### src/rtl/calc_sequencer.sv
// calc_sequencer: command sequencer in front of the calculator's 32-entry
// stack/queue Memory block. Takes one command at a time (PUSH, binary ALU
// op, CLEAR), drives the Memory push/pop pins, tracks occupancy locally
// and reports a result word plus error code per command.
// Optional build macro: CALC_SAT_EN enables signed saturation on ADD/SUB
// (res_err=11 flags a saturated result); without it ADD/SUB wrap.
//
// Handshake: a command is taken on a rising edge where cmd_valid and
// cmd_ready are both high; cmd_ready is high only in IDLE, so exactly one
// command is in flight and the next is accepted after the res_valid pulse.
module calc_sequencer #(
  parameter int DEPTH = 32,
  parameter int CNT_W = 6
) (
  input  logic             clk,
  input  logic             rst,
  input  logic             cmd_valid,
  output logic             cmd_ready,
  input  logic [2:0]       cmd_op,
  input  logic             cmd_mode,
  input  logic [31:0]      cmd_data,
  output logic             mem_push,
  output logic             mem_pop,
  output logic             mem_stackQueue,
  output logic [31:0]      mem_dataIn,
  input  logic [31:0]      mem_stackOut,
  input  logic [31:0]      mem_queueOut,
  input  logic             mem_empty,
  input  logic             mem_full,
  output logic             res_valid,
  output logic [31:0]      res_data,
  output logic [1:0]       res_err,
  output logic [CNT_W-1:0] depth
);

  localparam logic [2:0] S_IDLE   = 3'd0;
  localparam logic [2:0] S_POP_A  = 3'd1;
  localparam logic [2:0] S_POP_B  = 3'd2;
  localparam logic [2:0] S_EXEC   = 3'd3;
  localparam logic [2:0] S_PUSH_R = 3'd4;
  localparam logic [2:0] S_CLR    = 3'd5;
  localparam logic [2:0] S_DONE   = 3'd6;

  localparam logic [2:0] OP_PUSH  = 3'b000;
  localparam logic [2:0] OP_ADD   = 3'b001;
  localparam logic [2:0] OP_SUB   = 3'b010;
  localparam logic [2:0] OP_MUL   = 3'b011;
  localparam logic [2:0] OP_AND   = 3'b100;
  localparam logic [2:0] OP_OR    = 3'b101;
  localparam logic [2:0] OP_XOR   = 3'b110;
  localparam logic [2:0] OP_CLEAR = 3'b111;

  logic [2:0]       state;
  logic [2:0]       op_q;
  logic             mode_q;
  logic [31:0]      x_q;
  logic [31:0]      y_q;
  logic [31:0]      acc_q;     // operand to push, or registered ALU result
  logic             sat_q;
  logic [CNT_W-1:0] clr_cnt;
  logic [CNT_W-1:0] clr_next;
  logic             sync_err;  // sticky: mem_empty disagreed with depth in IDLE

  logic [31:0] pop_data;
  logic [31:0] lhs;
  logic [31:0] rhs;
  logic [31:0] sum;
  logic [31:0] diff;
  logic [31:0] alu_res;
  logic        alu_sat;

  assign cmd_ready      = (state == S_IDLE);
  assign mem_push       = (state == S_PUSH_R);
  assign mem_pop        = (state == S_POP_A) || (state == S_POP_B) ||
                          ((state == S_CLR) && (depth != '0));
  assign mem_stackQueue = ((state == S_POP_A) || (state == S_POP_B)) ? mode_q : 1'b0;
  assign mem_dataIn     = mem_push ? acc_q : 32'd0;
  assign res_valid      = (state == S_DONE);
  assign pop_data       = mode_q ? mem_queueOut : mem_stackOut;
  assign clr_next       = clr_cnt + CNT_W'(1);

  // ALU: stack mode pops the right operand first, queue mode the left one.
  always_comb begin
    lhs     = mode_q ? x_q : y_q;
    rhs     = mode_q ? y_q : x_q;
    sum     = lhs + rhs;
    diff    = lhs - rhs;
    alu_res = 32'd0;
    alu_sat = 1'b0;
    case (op_q)
      OP_ADD: begin
        alu_res = sum;
`ifdef CALC_SAT_EN
        if ((lhs[31] == rhs[31]) && (sum[31] != lhs[31])) begin
          alu_sat = 1'b1;
          alu_res = lhs[31] ? 32'h8000_0000 : 32'h7FFF_FFFF;
        end
`endif
      end
      OP_SUB: begin
        alu_res = diff;
`ifdef CALC_SAT_EN
        if ((lhs[31] != rhs[31]) && (diff[31] != lhs[31])) begin
          alu_sat = 1'b1;
          alu_res = lhs[31] ? 32'h8000_0000 : 32'h7FFF_FFFF;
        end
`endif
      end
      OP_MUL:  alu_res = lhs * rhs;
      OP_AND:  alu_res = lhs & rhs;
      OP_OR:   alu_res = lhs | rhs;
      OP_XOR:  alu_res = lhs ^ rhs;
      default: alu_res = 32'd0;
    endcase
  end

  // Command FSM and its datapath registers; results land as DONE is entered.
  always_ff @(posedge clk) begin
    if (rst) begin
      state    <= S_IDLE;
      op_q     <= OP_PUSH;
      mode_q   <= 1'b0;
      x_q      <= 32'd0;
      y_q      <= 32'd0;
      acc_q    <= 32'd0;
      sat_q    <= 1'b0;
      clr_cnt  <= '0;
      res_data <= 32'd0;
      res_err  <= 2'b00;
    end else begin
      case (state)
        S_IDLE: begin
          if (cmd_valid) begin
            op_q    <= cmd_op;
            mode_q  <= cmd_mode;
            sat_q   <= 1'b0;
            clr_cnt <= '0;
            if (cmd_op == OP_PUSH) begin
              if ((depth == CNT_W'(DEPTH)) || mem_full) begin
                res_data <= 32'd0;
                res_err  <= 2'b10;
                state    <= S_DONE;
              end else begin
                acc_q <= cmd_data;
                state <= S_PUSH_R;
              end
            end else if (cmd_op == OP_CLEAR) begin
              state <= S_CLR;
            end else if (depth < CNT_W'(2)) begin
              res_data <= 32'd0;
              res_err  <= 2'b01;
              state    <= S_DONE;
            end else begin
              state <= S_POP_A;
            end
          end
        end
        S_POP_A: begin
          x_q   <= pop_data;
          state <= S_POP_B;
        end
        S_POP_B: begin
          y_q   <= pop_data;
          state <= S_EXEC;
        end
        S_EXEC: begin
          acc_q <= alu_res;
          sat_q <= alu_sat;
          state <= S_PUSH_R;
        end
        S_PUSH_R: begin
          res_data <= acc_q;
          res_err  <= sat_q ? 2'b11 : 2'b00;
          state    <= S_DONE;
        end
        S_CLR: begin
          // Leave on the last pop so CLEAR of n entries completes in n+1.
          if (depth == '0) begin
            res_data <= 32'(clr_cnt);
            res_err  <= 2'b00;
            state    <= S_DONE;
          end else begin
            clr_cnt <= clr_next;
            if (depth == CNT_W'(1)) begin
              res_data <= 32'(clr_next);
              res_err  <= 2'b00;
              state    <= S_DONE;
            end
          end
        end
        S_DONE:  state <= S_IDLE;
        default: state <= S_IDLE;
      endcase
    end
  end

  // Occupancy follows the pins driven to Memory, one cycle later.
  always_ff @(posedge clk) begin
    if (rst) begin
      depth <= '0;
    end else if (mem_push) begin
      depth <= depth + CNT_W'(1);
    end else if (mem_pop) begin
      depth <= depth - CNT_W'(1);
    end
  end

  // Sticky flag for Memory empty disagreeing with local occupancy in IDLE.
  always_ff @(posedge clk) begin
    if (rst) begin
      sync_err <= 1'b0;
    end else if ((state == S_IDLE) && (mem_empty != (depth == '0))) begin
      sync_err <= 1'b1;
    end
  end

  sync_err_never: assert property (@(posedge clk) disable iff (rst) !sync_err);

endmodule

### config.mk
export PLATFORM = sky130hd
export DESIGN_NAME = calc_sequencer
export DESIGN_NICKNAME = d
export VERILOG_FILES = /design/src/rtl/calc_sequencer.sv
export SDC_FILE = /design/constraint.sdc
export NUM_CORES = 2
export LEC_CHECK = 0
export BUFFER_PORTS_ARGS = -buffer_cell sky130_fd_sc_hd__buf_2
export CORE_AREA = 5 5 176 246
export CTS_BUF_LIST = sky130_fd_sc_hd__clkbuf_4 sky130_fd_sc_hd__clkbuf_8
export DETAILED_ROUTE_END_ITERATION = 8
export DIE_AREA = 0 0 181 251
export GPL_ROUTABILITY_DRIVEN = 0
export PLACE_DENSITY = 0.84
export SETUP_SLACK_MARGIN = 0.2
export SYNTH_ARGS = -nofsm -noshare
export SYNTH_HDL_FRONTEND = slang
export SYNTH_SLANG_ARGS = --single-unit
export TNS_END_PERCENT = 10
### constraint.sdc
create_clock -name clk -period 10.2 [get_ports clk]
set_input_delay 1.02 -clock clk [delete_from_list [all_inputs] [get_ports clk]]
set_output_delay 1.02 -clock clk [all_outputs]
set_load 0.03 [all_outputs]
==> flow_summary.ini <==
[setup_path]
worst_path_largest_cell_delay_ns = 1.10
critPathMostFrequentCell = fa_1
cp_num_buf_inv = 3
path_depth = 23
worstRegToRegCells = 23
start_kind = flop
worst_setup_path_end_kind = flop
r2r-end = acc_q[19]
cpLargestDelayFamily = adder cells
endpoint = acc_q[19]
slowest_stage = mux2i_4
r2r-start = mode_q
critical_path.max_fanout = 54
critPathKind = reg2reg
crit_start = mode_q
cp_cell_sequence = mux2i_4 > buf_4 > nor2_1 > fa_1 > inv_1 > fa_1 > fa_1 > fa_1 > inv_1 > fa_1 > ha_1 > fa_1 > fa_1 > ha_1 > a211o_1 > or3_1 > nor3_1 > nor2_1 > o21ai_0 > nand2_1 > a31o_2 > a211oi_1 > o221ai_1
required_ns = 10.51
crit_arrival_ns = 9.66
ff2ff_setup_slack_ns = 0.85

[detailed_routing]
routed-via-count = 24600
routedWlPerCell_microns = 24.1
drtAntennaViolNets = 0
drc_errors = 0
wirelength_microns = 91000
first_pass_iters = 9
drtIter0Drc = 2867
vias_per_cell = 6.52

[job]
maxCapViolCount = 0

[synth]
syn_avg_cell_area_sq_um = 8.42
synth.cell_area_sq_um = 26200
ys_seq_elements = 149
ys_seq_area_share_pct = 11.4
synth_top_family_by_area = adder cells
yosysUniqueCellTypes = 74
syn_nets = 3845
synthMuxAreaShare_pct = 5.55
ys_async_sr_fraction_pct = 0
yosysTopAreaCellShare_pct = 31.3
ys.flop_type = dfxtp_1
synth_adder_area_share_pct = 42.0
yosys_warnings = 0
synth_edf_count = 0
synthTopCellsByArea = fa_1 (31%), dfxtp_1 (11%), ha_1 (11%), nor2_1 (7.4%), inv_1 (6.1%)
synthXorXnorAreaFrac_pct = 4.67
syn_inst = 3107
synthSimpleGateAreaFrac_pct = 15.8
synth_compound_area_share_pct = 11.5
yosys.area.top_type = fa_1

[place]
dp_hpwl_microns = 68100
io_buffer_count = 180
place_ws_ns = 1.17
dp_cells = 3740

[timing]
finClkSkew_ns = 0.0210
setup_viol = 0
fin_crit_ns = 9.35
timing.hold.ws_ns = 0.485
hold_viol_final = 0
worst_slew_pin_slew_ns = 1.21
finalMaxSlewViolations = 0
finalSetupTns_ns = 0
fmax_mhz = 107
rsz0062_at_grt = no
relSlewSlack_pct = 17.6
setup_ws_ns = 0.852
finalCritPeriodShare_pct = 91.6

[die]
core-area_sq_um = 40800
initial_utilization_pct = 64.0
pin_count = 182
fp.dieW_microns = 181
die_h_microns = 251
dieArea_sq_um = 45400
rows = 88

[global_route]
grt.overflow.total = 0
grt_pass1_wl_microns = 140000
antenna_found_initial = 2
grt.total_usage_pct = 39.6
grt_pass1_vias = 25600
grt_max_degree = 103

[final_layout]
final_common_cell = nor2_1
final_cells = 3774
final_util_pct = 68.8
layout_common_cells = nor2_1 (515), inv_1 (424), fa_1 (409), nand2_1 (269), ha_1 (224)
fill_cells = 3087
fin_nets = 3957
area_growth_pct = 7.50
drive_gt1_share_pct = 10.9

[outcome]
outcome = finished clean

[clocking]
cts_sinks = 149
cts_resized = 0
postCtsSetupRepairBufs = 0
cts_max_level = 4
cts_tree = yes
numCtsBuffers = 17
clk_pin_slew_ns = 0.09
cts_buffer_depth = 2
clock_latency_ns = 0.47
ctsHoldBuffers = 0
cts_root_buf = clkbuf_8

[pwr]
peakVddDrop_v = 0.000172
p_leak_nw = 13.1
power.density_nw_per_um2 = 317

[min_path]
hold_class = reg2reg
-- registers in the layout (all words and copies together), names as in the netlist --
signal	count
op_q	3
res_data	32
res_err	2
acc_q	32
depth	6
mode_q	1
x_q	32
state	3
clr_cnt	6
y_q	32
-- how the worst min path moves through the flow --
stage / startpoint / to / slack, ns / cells after the start
final: res_data[27] / res_data[27] / 0.48 / 2
after global routing: res_data[6] / res_data[6] / 0.52 / 2
after CTS: res_data[27] / res_data[27] / 0.49 / 2
after detailed placement: res_data[27] / res_data[27] / 0.47 / 2
after global placement: res_data[26] / res_data[26] / 0.46 / 2
after floorplan: acc_q[11] / acc_q[11] / 0.46 / 2
-- Yosys cell counts, types with 37 or more instances --
cell	count
nor2_1	515
inv_1	424
fa_1	409
nand2_1	269
ha_1	224
dfxtp_1	149
clkbuf_1	133
a21oi_1	128
mux2i_1	114
xnor2_1	109
a211oi_1	78
o21ai_0	61
and3_1	55
nor3_1	38
o22ai_1	37
-- layout make-up --
class                   count  area, sq um  area share (%)
diodes                      2         5.00          0.0178
clock buffers              19          255           0.908
clock inverters            13          148           0.525
inverters                 461         1730            6.16
multi-input cells        2338        20900            74.2
flip-flops and latches    149         2990            10.6
well taps                 540          676            2.40
repair buffers            252         1460            5.18
-- metal layers --
layer | global-route usage (%) | wire, microns
met5 | 0 | 0
met4 | 31.0 | 10100
met3 | 16.0 | 13300
met1 | 41.9 | 27500
met2 | 62.7 | 40200
-- worst min-delay path, cell delays in order (launching register included) --
cell	delay, ns
dfxtp_1	0.33
a21oi_1	0.06
nor2_1	0.07
-- per-stage QoR --
step | instance area [sq um] | total power [mW]
2_1_floorplan | 26200 | 5.74
3_3_place_gp | 27700 | 7.61
3_5_place_dp | 27700 | 7.89
4_1_cts | 28100 | 8.42
5_1_grt | 28100 | 9.37
6_report | 28100 | 8.90
-- where the power goes --
group | leakage [nW] | internal (mW) | switching, mW | total [mW]
sequential | 1.21 | 0.729 | 0.175 | 0.904
clock | 0.210 | 0.230 | 0.237 | 0.468
combinational | 11.7 | 2.60 | 4.93 | 7.53
total | 13.1 | 3.56 | 5.34 | 8.90
-- cell families (layout without fill, tap and decap cells) --
logic type	after synthesis	in the layout
XOR/XNOR	138	138
multiplexers	136	136
AO/OA/AOI/OAI	455	455
buffers and inverters	620	745
other	0	2
flip-flops	149	149
adder cells (fa/ha/maj)	633	633
AND/OR/NAND/NOR	976	976
(Power assumes the default switching activity.)
